===== config.mk =====
export PLATFORM = sky130hd
export DESIGN_NAME = adder_result_accumulator
export DESIGN_NICKNAME = d
export VERILOG_FILES = /design/src/rtl/adder_pkg.sv /design/src/rtl/acc_add_sat.sv /design/src/rtl/adder_result_accumulator.sv
export SDC_FILE = /design/constraint.sdc
export NUM_CORES = 1
export LEC_CHECK = 0
export BUFFER_PORTS_ARGS = -buffer_cell sky130_fd_sc_hd__buf_2
export CAP_MARGIN = 10
export CORE_MARGIN = 4
export CORE_UTILIZATION = 47
export CTS_BUF_LIST = sky130_fd_sc_hd__clkbuf_8 sky130_fd_sc_hd__clkbuf_16
export CTS_CLUSTER_SIZE = 28
export DETAILED_ROUTE_END_ITERATION = 16
export PLACE_DENSITY = 0.69
export SYNTH_ARGS = -nofsm -noshare
export SYNTH_HDL_FRONTEND = slang
export SYNTH_SLANG_ARGS = --single-unit

===== constraint.sdc =====
create_clock -name clk -period 2.95 [get_ports clk]
set_input_delay 0.1475 -clock clk [delete_from_list [all_inputs] [get_ports clk]]
set_output_delay 0.1475 -clock clk [all_outputs]
set_load 0.05 [all_outputs]

===== src/rtl/adder_pkg.sv =====
// Shared definitions for the parallel-adder result path: sample widths and
// the accumulator handshake state encoding.
package adder_pkg;

    // Width of the adder's sum output and of a full {c_out, sum} sample.
    localparam int NIBBLE_W = 4;
    localparam int SAMPLE_W = 5;

    // ACC collects samples; HOLD presents a finished result to the consumer.
    typedef enum logic {
        ST_ACC  = 1'b0,
        ST_HOLD = 1'b1
    } state_t;

endpackage : adder_pkg


===== src/rtl/acc_add_sat.sv =====
// Combinational accumulator update: adds one zero-extended 5-bit sample to
// the running total and reports the carry out of the top accumulator bit.
// Build option: define ACC_SAT_EN to clamp the total to all-ones on overflow
// instead of wrapping.
module acc_add_sat
    import adder_pkg::*;
#(
    parameter int ACC_W = 12
) (
    input  logic [ACC_W-1:0]    acc,
    input  logic [SAMPLE_W-1:0] sample,
    output logic [ACC_W-1:0]    sum,
    output logic                carry
);

    logic [ACC_W:0] wide;

    // One extra bit captures the carry out of bit ACC_W-1.
    assign wide  = {1'b0, acc} + {{(ACC_W + 1 - SAMPLE_W){1'b0}}, sample};
    assign carry = wide[ACC_W];

`ifdef ACC_SAT_EN
    // Clamp on overflow; once at all-ones every later sample either carries
    // again or adds zero, so the total stays pinned.
    assign sum = carry ? {ACC_W{1'b1}} : wide[ACC_W-1:0];
`else
    // Plain modulo-2^ACC_W wrap.
    assign sum = wide[ACC_W-1:0];
`endif

endmodule : acc_add_sat


===== src/rtl/adder_result_accumulator.sv =====
// Accumulates NUM_SAMPLES adder results ({c_out, sum}) and presents the total
// plus a sticky overflow flag on a valid/ready port, holding it until taken.
// Optional build macro: ACC_SAT_EN (saturating accumulation, see acc_add_sat).
module adder_result_accumulator
    import adder_pkg::*;
#(
    parameter int ACC_W       = 12,
    parameter int NUM_SAMPLES = 8
) (
    input  logic                clk,
    input  logic                rst_n,
    input  logic                clear,
    input  logic                in_valid,
    output logic                in_ready,
    input  logic [NIBBLE_W-1:0] in_sum,
    input  logic                in_c_out,
    output logic                out_valid,
    input  logic                out_ready,
    output logic [ACC_W-1:0]    out_acc,
    output logic                out_ovf
);

    // Counter must reach NUM_SAMPLES itself while the result is held.
    localparam int CNT_W = $clog2(NUM_SAMPLES + 1);
    localparam logic [CNT_W-1:0] LAST_CNT = CNT_W'(NUM_SAMPLES - 1);

    state_t            state, state_next;
    logic [ACC_W-1:0]  acc, acc_next;
    logic [CNT_W-1:0]  cnt, cnt_next;
    logic              ovf, ovf_next;
    logic [ACC_W-1:0]  out_acc_q, out_acc_next;
    logic              out_ovf_q, out_ovf_next;

    logic [SAMPLE_W-1:0] sample;
    logic [ACC_W-1:0]    add_sum;
    logic                add_carry;

    assign sample = {in_c_out, in_sum};

    acc_add_sat #(
        .ACC_W (ACC_W)
    ) u_acc_add_sat (
        .acc    (acc),
        .sample (sample),
        .sum    (add_sum),
        .carry  (add_carry)
    );

    // Handshake outputs follow the state directly, so reset drives them at once.
    assign in_ready  = (state == ST_ACC);
    assign out_valid = (state == ST_HOLD);
    assign out_acc   = out_acc_q;
    assign out_ovf   = out_ovf_q;

    // Next-state and datapath update; clear overrides accepts and releases.
    always_comb begin
        // NOTE: every variable gets a default before any branch so no path
        // leaves it unassigned, which would infer a latch.
        state_next   = state;
        acc_next     = acc;
        cnt_next     = cnt;
        ovf_next     = ovf;
        out_acc_next = out_acc_q;
        out_ovf_next = out_ovf_q;

        if (clear) begin
            state_next = ST_ACC;
            acc_next   = '0;
            cnt_next   = '0;
            ovf_next   = 1'b0;
        end else begin
            case (state)
                ST_ACC: begin
                    if (in_valid) begin
                        acc_next = add_sum;
                        ovf_next = ovf | add_carry;
                        cnt_next = cnt + CNT_W'(1);
                        if (cnt == LAST_CNT) begin
                            out_acc_next = add_sum;
                            out_ovf_next = ovf | add_carry;
                            state_next   = ST_HOLD;
                        end
                    end
                end
                ST_HOLD: begin
                    if (out_ready) begin
                        acc_next   = '0;
                        cnt_next   = '0;
                        ovf_next   = 1'b0;
                        state_next = ST_ACC;
                    end
                end
                default: state_next = ST_ACC;
            endcase
        end
    end

    // State and datapath registers with synchronous active-low reset.
    always_ff @(posedge clk) begin
        // NOTE: reset is sampled only on the clock edge, so it lives inside
        // the clocked branch and rst_n stays out of the sensitivity list;
        // non-blocking assignments keep all registers updating in parallel.
        if (!rst_n) begin
            state     <= ST_ACC;
            acc       <= '0;
            cnt       <= '0;
            ovf       <= 1'b0;
            out_acc_q <= '0;
            out_ovf_q <= 1'b0;
        end else begin
            state     <= state_next;
            acc       <= acc_next;
            cnt       <= cnt_next;
            ovf       <= ovf_next;
            out_acc_q <= out_acc_next;
            out_ovf_q <= out_ovf_next;
        end
    end

endmodule : adder_result_accumulator


======== After elaboration in Yosys (flattened, before gate mapping) ========
Cells that the tools add are included.
storage, ports and cells
  bits in registers ....................... 31
  memory bits (read-only) ................. 0
  bits in writable memories ............... 0
  memories ................................ 0
  latch bits .............................. 0
operators by class
  mux-type cells .......................... 13
  multipliers ............................. 0
  div/mod/pow operators ................... 0
  equality and inequality tests ........... 3
  shifts and indexed selects .............. 0
  $add $sub $neg .......................... 2
  $lt $le $gt $ge ......................... 0
  reductions and logical operators ........ 3
  bitwise gates (word level) .............. 4
operator list
  kind                   count
  $mux W12               2
  $pmux W12 S2           1
  $add A12 B5 Y13        1
  $mux W4                2
  $pmux W4 S2            1
  $mux W1                5
  $add A4 B1 Y4 const B  1
  $eq A4 B3 Y1 const B   1
  $ne A2 B2 Y1 const B   2
  $pmux W1 S2            2
  $reduce_and A4 Y1      1
  $not A1 Y1             3
  $reduce_and A2 Y1      1
  $reduce_or A2 Y1       1
  $or A1 B1 Y1           1

======== Logic depth before layout (Yosys ltp) ========
Gate-level depths: netlist (run 1).
  depth after elaboration ................. 4
  mapped depth ............................ 7
  gate-level depth less buffers ........... 6

======== Cells and area by module ========
Synthesis (run 1) repeated with hierarchy kept, for this count alone.
unflattened totals
  cell total of the unflattened synthesis .. 182
  area, all modules ....................... 1,611.5 um2
modules (own cells, without submodules)
  module                    times used  seq. area each (um2)  area each (um2)  cells an instance
  adder_result_accumulator  1           620.6                 1,224.9          131
  acc_add_sat               1           0.0                   386.6            51

======== Least setup slack after synthesis (run 1) ========
OpenSTA, ideal clock, no wires.
  path type ............................... register to register
  start ................................... reg acc[0]
  end ..................................... reg out_ovf_q, in the netlist out_ovf
  clock period less this slack ............ 2.061 ns
  arrival ................................. 1.939 ns
  cell stages (with the launch flop) ...... 7
  setup slack ............................. 0.889 ns
  setup time .............................. 0.122 ns
  cells stage by stage .................... dfxtp_1 ha_1 fa_1 a21o_1 a21boi_0 nor3_1 o31a_2
on the way
  longest elaborated chain between the ends .. 2
ends and longest elaborated chain
  what                    line                             text
  from (decl)             adder_result_accumulator.sv:28   logic [ACC_W-1:0] acc, acc_next;
  from (signal assigned)  adder_result_accumulator.sv:112  acc <= acc_next;
  $add A12 B5 Y13         acc_add_sat.sv:19                assign wide = {1'b0, acc} + {{(ACC_W + 1 - SAMPLE_W){1'b0}}, sample};
  $or A1 B1 Y1            adder_result_accumulator.sv:80   out_ovf_next = ovf | add_carry;
  to (signal assigned)    adder_result_accumulator.sv:116  out_ovf_q <= out_ovf_next;
  to (decl)               adder_result_accumulator.sv:32   logic out_ovf_q, out_ovf_next;
No other way between the ends.
A chain may end at the register's enable or synchronous reset.

======== Worst setup path after layout (run 1) ========
Ends and elaborated chain as after synthesis.

==> results of run 1 <==
[metal layers]
layer  routed length (um)  up-vias  track usage [%]
met1                 1780      669             23.3
met2                 1750       45             28.8
met4                   28        0             8.86
met3                  175        4             5.23
met5                    0        -                0
li1                     -      750                -
[power groups by stage]
stage	combinational, mW	clock (mW)	sequential (mW)
after detailed placement	0.0829	0	0.450
after global placement	0.0816	0	0.449
after CTS	0.0833	0.442	0.441
after global routing	0.0951	0.461	0.443
final	0.0841	0.435	0.441
after floorplan	0.0786	0	0.439
[placed cells by master, fill, tap and decap left out, types with 3 or more instances in the layout]
cell,synthesis,final
ha_1,6,6
nor2_1,15,15
buf_2,0,24
o211ai_1,3,3
xor2_1,3,3
o21ai_0,20,20
inv_1,5,5
dfxtp_1,31,31
a21oi_1,9,9
nand3_1,9,9
nand2_1,15,15
o21a_1,3,3
a31oi_1,15,15
clkbuf_8,0,6
or3_1,7,7
a22oi_1,3,3
[cells by family after synthesis]
logic type	share of synthesized area, %
AO/OA/AOI/OAI	28.3
AND/OR/NAND/NOR	18.2
flip-flops	38.1
buffers and inverters	6.22
adder cells (fa/ha/maj)	5.83
XOR/XNOR	2.69
multiplexers	0.691
[worst paths after layout]
check / end / slack, ns / cells after the start
hold / removal: out_valid$_SDFF_PP0_ / 0.19 / 3
setup reg to reg: out_ovf$_SDFFE_PN0P_ / 0.65 / 6
hold reg to reg: out_acc[0]$_SDFFE_PN0P_ / 0.45 / 2
setup / recovery: out_ovf$_SDFFE_PN0P_ / 0.65 / 6
[metrics by stage]
step	power, mW	hold slack [ns]
3_3_place_gp	0.531	0.442
6_report	0.960	0.189
2_1_floorplan	0.518	0.331
5_1_grt	0.999	0.209
3_5_place_dp	0.533	0.447
4_1_cts	0.966	0.188
[tightest hold or removal path, cell delays in order]
cell	delay, ns
buf_2	0.11
o22a_2	0.14
nor2_1	0.03
[cell usage after synthesis, types with 3 or more instances]
cell and number:
clkbuf_1 4, inv_1 5, o211ai_1 3, ha_1 6
or3_1 7, a22oi_1 3, buf_6 4, nor2_1 15
o21a_1 3, buf_4 3, a31oi_1 15, nand3_1 9
dfxtp_1 31, nand2_1 15, xor2_1 3, o21ai_0 20
a21oi_1 9
[state kept, by name, summed over array words and instances (netlist names)]
signal,flops
acc,12
out_valid,1
cnt,4
ovf,1
out_ovf,1
out_acc,12
[layout make-up]
type	count	area share (%)
Clock buffer	6	4.43
Sequential cell	31	33.3
Clock inverter	2	1.88
Inverter	5	1.01
Timing Repair Buffer	26	7.25
Tap cell	46	3.09
Multi-Input combinational cell	142	49.0
==> flow_summary_export.csv, run 1 <==
group,metric,value,unit
worst_setup_path,crit_type,"reg -> reg",
logic_synthesis,netlist_top_cells_area,"dfxtp_1 (38%), o21ai_0 (6.1%), a31oi_1 (5.8%)",
logic_synthesis,ys_seq_area_share,38.1,%
grt,grt_pass1_wl,6.20,mm
grt,antenna_found_initial,0,
clock_tree,post_cts_buffers,0,
drt,drt-initial-drc-count,118,
placement,routabilityCongestion,0.924,
sta,worst_slack,0.654,ns
sta,fmax,0.436,GHz
power,intPower,0.731,mW
drt,routed_wl,3.73,mm
worst_setup_path,worstSetupStartpoint,"acc[0]$_SDFFE_PP0P_",
finish,utilization,55.8,%
sta,post-route-period-util,77.8,%
placement,dp_cells,250,
die,dieHeight,66.9,um
finish,drive_gt1_share,20.3,%
finish,fin_area,1860,um2
worst_setup_path,crit_buf_inv,0,
sta,setup-tns-final,0,ns
logic_synthesis,synthFlopType,"dfxtp_1",
logic_synthesis,synth_edf_count,0,
clock_tree,clock-sinks,31,
power,combPwrFrac,8.8,%
grt,grt_pass1_vias,1339,
placement,placed_area,1750,um2
worst_setup_path,cp.required,3.12,ns
power,switching_share,23.8,%
finish,diodes,0,
die,start_util,48.9,%
worst_setup_path,cp.arrival,2.47,ns
finish,regArea,621,um2
placement,place_hpwl,2.70,mm
sta,slew_viol_final,0,
drt,drtPass1Iterations,4,
worst_setup_path,slowest_stage,"a21boi_0",
logic_synthesis,synth_largest_area_cell,"dfxtp_1",
logic_synthesis,synth_cells,189,
power,switchingPower,0.229,mW
sta,finalClockSkew,0.00841,ns
logic_synthesis,synth_top_area_share,38.1,%
die,die_w,66.9,um
clock_tree,cts.reportedPaths.clkPinSlew,0.07,ns
clock_tree,cts_made_buffers,5,
logic_synthesis,syn_nets,206,
worst_setup_path,critical-path-max-stage-delay,0.51,ns
clock_tree,cts.repair.resized,0,
worst_setup_path,crit_path_start_kind,"flip-flop",
placement,io_buffers,24,
logic_synthesis,synthArstFlopShare,0,%
power,irDropWorstVdd,0.223,mV
logic_synthesis,syn_avg_cell_area,8.63,um2
grt,grt_overflow_total,0,
clock_tree,clockBufferDepth,2,
clock_tree,clkLatencyLatePin,0.29,ns
power,p_clk_share,45.3,%
sta,rsz0062_at_grt,"no",
sta,setup_viol,0,
drt,num_vias,1468,
die,io-pin-count,25,
worst_setup_path,crit_family,"compound AO/OA/AOI/OAI gates",
drt,drc,0,
finish,fin_nets,228,
placement,dpl_worst_slack,0.664,ns
sta,finalHoldViolations,0,
power,p_per_area,515,nW/um2
logic_synthesis,synth_area,1630,um2
worst_setup_path,worst-path-max-fanout,7,
worst_hold_path,hp-start,"out_ready",
drt,viasPerCell,5.69,
sta,worst_pin_slew,0.715,ns
sta,slew_headroom,52.2,%
finish,multiInputGateArea,913,um2
clock_tree,root_buffer,"clkbuf_8",
sta,period_needed,2.30,ns
flow_run,maxCapViolCount,0,
die,coreArea,3340,um2
worst_setup_path,cp_cell_sequence,"ha_1 -> fa_1 -> a21o_1 -> a21boi_0 -> nor3_1 -> o31a_2",
logic_synthesis,synth_cell_type_count,45,
finish,stdcell_count,258,
power,seqPwrFrac,45.9,%
clock_tree,cts_hold_buf,0,
finish,syn_to_final_growth,14.3,%
clock_tree,cts_max_level,2,
logic_synthesis,ys_warn_count,0,
worst_setup_path,r2r_start,"acc[0]$_SDFFE_PP0P_",
drt,ant_nets,0,
die,die_area,4470,um2
logic_synthesis,synth-seq-cells,31,
clock_tree,tritoncts,"built",
grt,grtUsageTotal,18.5,%
finish,nFillCells,319,
worst_hold_path,hold_class,"in -> reg",
run_status,status,"complete, no violations",
worst_setup_path,end_kind,"flip-flop",
drt,wire_per_inst,14.5,um
power,leakage,0.727,nW
die,row_count,21,
grt,grt_start_max_net_pins,19,
(Power assumes the default switching activity.)
==> run 2, diff against run 1 <==
ABC_AREA = 1   (was default)
PLACE_DENSITY = 0.72   (was 0.69)
clock period = 1.92 ns   (was 2.95 ns; I/O delays follow)
==> flow_summary_export.csv, run 2 <==
group,metric,value,unit
worst_setup_path,cp.arrival,1.91,ns
clock_tree,cts.reportedPaths.clkPinSlew,0.07,ns
die,die_area,4520,um2
grt,grt_pass1_wl,6.39,mm
sta,slew_viol_final,0,
sta,period_needed,1.73,ns
logic_synthesis,synthFlopType,"dfxtp_1",
sta,finalClockSkew,0.00354,ns
logic_synthesis,synth_common_cells,"nand2_1 (72), dfxtp_1 (31), nor2_1 (31), inv_1 (23), nand3_1 (20)",
clock_tree,tritoncts,"built",
finish,final_cell_mix,"nand2_1 (72), nor2_1 (31), dfxtp_1 (31), buf_2 (24), inv_1 (23)",
logic_synthesis,ys_seq_area_share,37.7,%
flow_run,maxCapViolCount,0,
clock_tree,clockBufferDepth,2,
placement,routabilityCongestion,0.843,
finish,syn_to_final_growth,14.4,%
clock_tree,cts_made_buffers,5,
die,die_w,67.2,um
logic_synthesis,synthArstFlopShare,0,%
sta,post-route-period-util,90.0,%
logic_synthesis,synth_area,1650,um2
grt,grt_overflow_total,0,
clock_tree,cts_hold_buf,0,
power,irDropWorstVdd,0.463,mV
die,start_util,49.0,%
finish,diodes,0,
worst_setup_path,cp_cell_sequence,"ha_1 -> fa_2 -> nand2_1 -> nand3_2 -> nand3_1 -> nand2_1 -> a21o_1 -> o21ai_0 -> inv_1",
placement,place_hpwl,2.75,mm
logic_synthesis,synth-seq-cells,31,
logic_synthesis,yosysMostFrequentCell,"nand2_1",
worst_setup_path,crit_type,"reg -> reg",
drt,drc,0,
sta,rsz0062_at_grt,"no",
finish,fin_area,1890,um2
sta,finalHoldViolations,0,
logic_synthesis,synth_largest_area_cell,"dfxtp_1",
drt,wire_per_inst,11.6,um
finish,multiInputGateArea,898,um2
logic_synthesis,synth_cells,243,
worst_setup_path,cp.required,2.10,ns
grt,grtUsageTotal,18.8,%
worst_setup_path,critical-path-max-stage-delay,0.37,ns
clock_tree,cts_max_level,2,
logic_synthesis,synth_edf_count,0,
sta,worst_pin_slew,0.508,ns
grt,grt_pass1_vias,1467,
worst_setup_path,end_kind,"flip-flop",
finish,regArea,621,um2
finish,nFillCells,348,
power,p_per_area,659,nW/um2
sta,fmax,0.578,GHz
worst_setup_path,slowest_stage,"fa_2",
grt,antenna_found_initial,0,
sta,slew_headroom,66.1,%
power,leakage,0.942,nW
finish,final_common_cell,"nand2_1",
worst_hold_path,hold_class,"in -> reg",
die,dieHeight,67.2,um
logic_synthesis,synth_cell_type_count,26,
clock_tree,root_buffer,"clkbuf_8",
drt,drtPass1Iterations,4,
finish,fin_nets,286,
drt,drt-initial-drc-count,68,
worst_setup_path,crit_path_start_kind,"flip-flop",
logic_synthesis,synth_top_area_share,37.7,%
run_status,status,"complete, no violations",
logic_synthesis,netlist_top_cells_area,"dfxtp_1 (38%), nand2_1 (16%), nor2_1 (7.1%)",
grt,grt_start_max_net_pins,16,
finish,drive_gt1_share,15.9,%
clock_tree,clock-sinks,31,
die,coreArea,3360,um2
placement,placed_area,1790,um2
clock_tree,clkLatencyLatePin,0.28,ns
logic_synthesis,ys_warn_count,0,
drt,ant_nets,0,
sta,setup_viol,0,
worst_setup_path,worst-path-max-fanout,4,
worst_setup_path,cp_common_cell,"nand2_1",
drt,routed_wl,3.66,mm
logic_synthesis,syn_nets,260,
placement,io_buffers,24,
clock_tree,post_cts_buffers,0,
logic_synthesis,syn_avg_cell_area,6.78,um2
die,io-pin-count,25,
clock_tree,cts.repair.resized,0,
drt,num_vias,1553,
die,row_count,21,
drt,viasPerCell,4.91,
sta,setup-tns-final,0,ns
## run 2: changes by cell type in the layout (fill, tap and decap cells not counted), sizes merged, moves of 12 or more
cell and delta:
nor2 +18, inv +21, nand2 +58, nand3 +12
a31oi -15
## run 2: final cells by class
class | count | share of cell area, %
tap | 46 | 3.05
clock buffer | 5 | 3.65
timing repair buffer | 25 | 6.77
multi-input combinational | 180 | 47.6
sequential | 31 | 32.9
inverter | 26 | 5.18
clock inverter | 3 | 0.796
## run 2: path summary, 6_finish.rpt
check | cells past startpoint | end | slack (ns) | start
setup / recovery | 9 | out_ovf$_SDFFE_PN0P_ | 0.19 | acc[0]$_SDFFE_PP0P_
hold reg to reg | 2 | acc[2]$_SDFFE_PP0P_ | 0.47 | acc[2]$_SDFFE_PP0P_
hold / removal | 4 | out_valid$_SDFF_PP0_ | 0.11 | out_ready
setup reg to reg | 9 | out_ovf$_SDFFE_PN0P_ | 0.19 | acc[0]$_SDFFE_PP0P_
## run 2: power breakdown
group          total (mW)  internal [mW]  switching [mW]
combinational       0.103         0.0338          0.0691
clock               0.487          0.247           0.239
sequential          0.654          0.649         0.00455
total                1.24          0.930           0.313
## run 2: logic make-up after synthesis
kind of cell	share of synthesized area (%)
DFF	37.7
buffers and inverters	8.28
adders and majority gates	5.77
xor gates and xnor gates	1.59
and+or+nand+nor	35.8
AOI/OAI and AO/OA	10.9
## run 2: metal layers
metal / GRT usage [%] / vias to the layer above / part of all wire [%]
li1: - / 830 / -
met1: 23.5 / 682 / 47
met5: 0 / - / 0
met3: 5.49 / 6 / 4.9
met4: 7.59 / 0 / 1.1
met2: 30.2 / 35 / 47
## run 2: critical path, delay by kind of cell, from the launching register on
kind / cells / cell delay (ns)
compound gates: 2 / 0.31
fa+ha+maj: 2 / 0.59
buf+inv: 1 / 0.05
flops: 1 / 0.31
simple gates: 4 / 0.36
## run 2: metrics by stage
stage / cells / hold WS, ns / util, % / power [mW] / setup WS, ns
after floorplan: 243 / 0.284 / - / 0.737 / 0.221
after global placement: 308 / 0.406 / 53.3 / 0.769 / 0.130
after detailed placement: 308 / 0.412 / 53.3 / 0.769 / 0.0871
after CTS: 316 / 0.112 / 55.8 / 1.25 / 0.0871
after global routing: 316 / 0.125 / 56.1 / 1.31 / 0.00351
final: 316 / 0.111 / 56.1 / 1.24 / 0.191
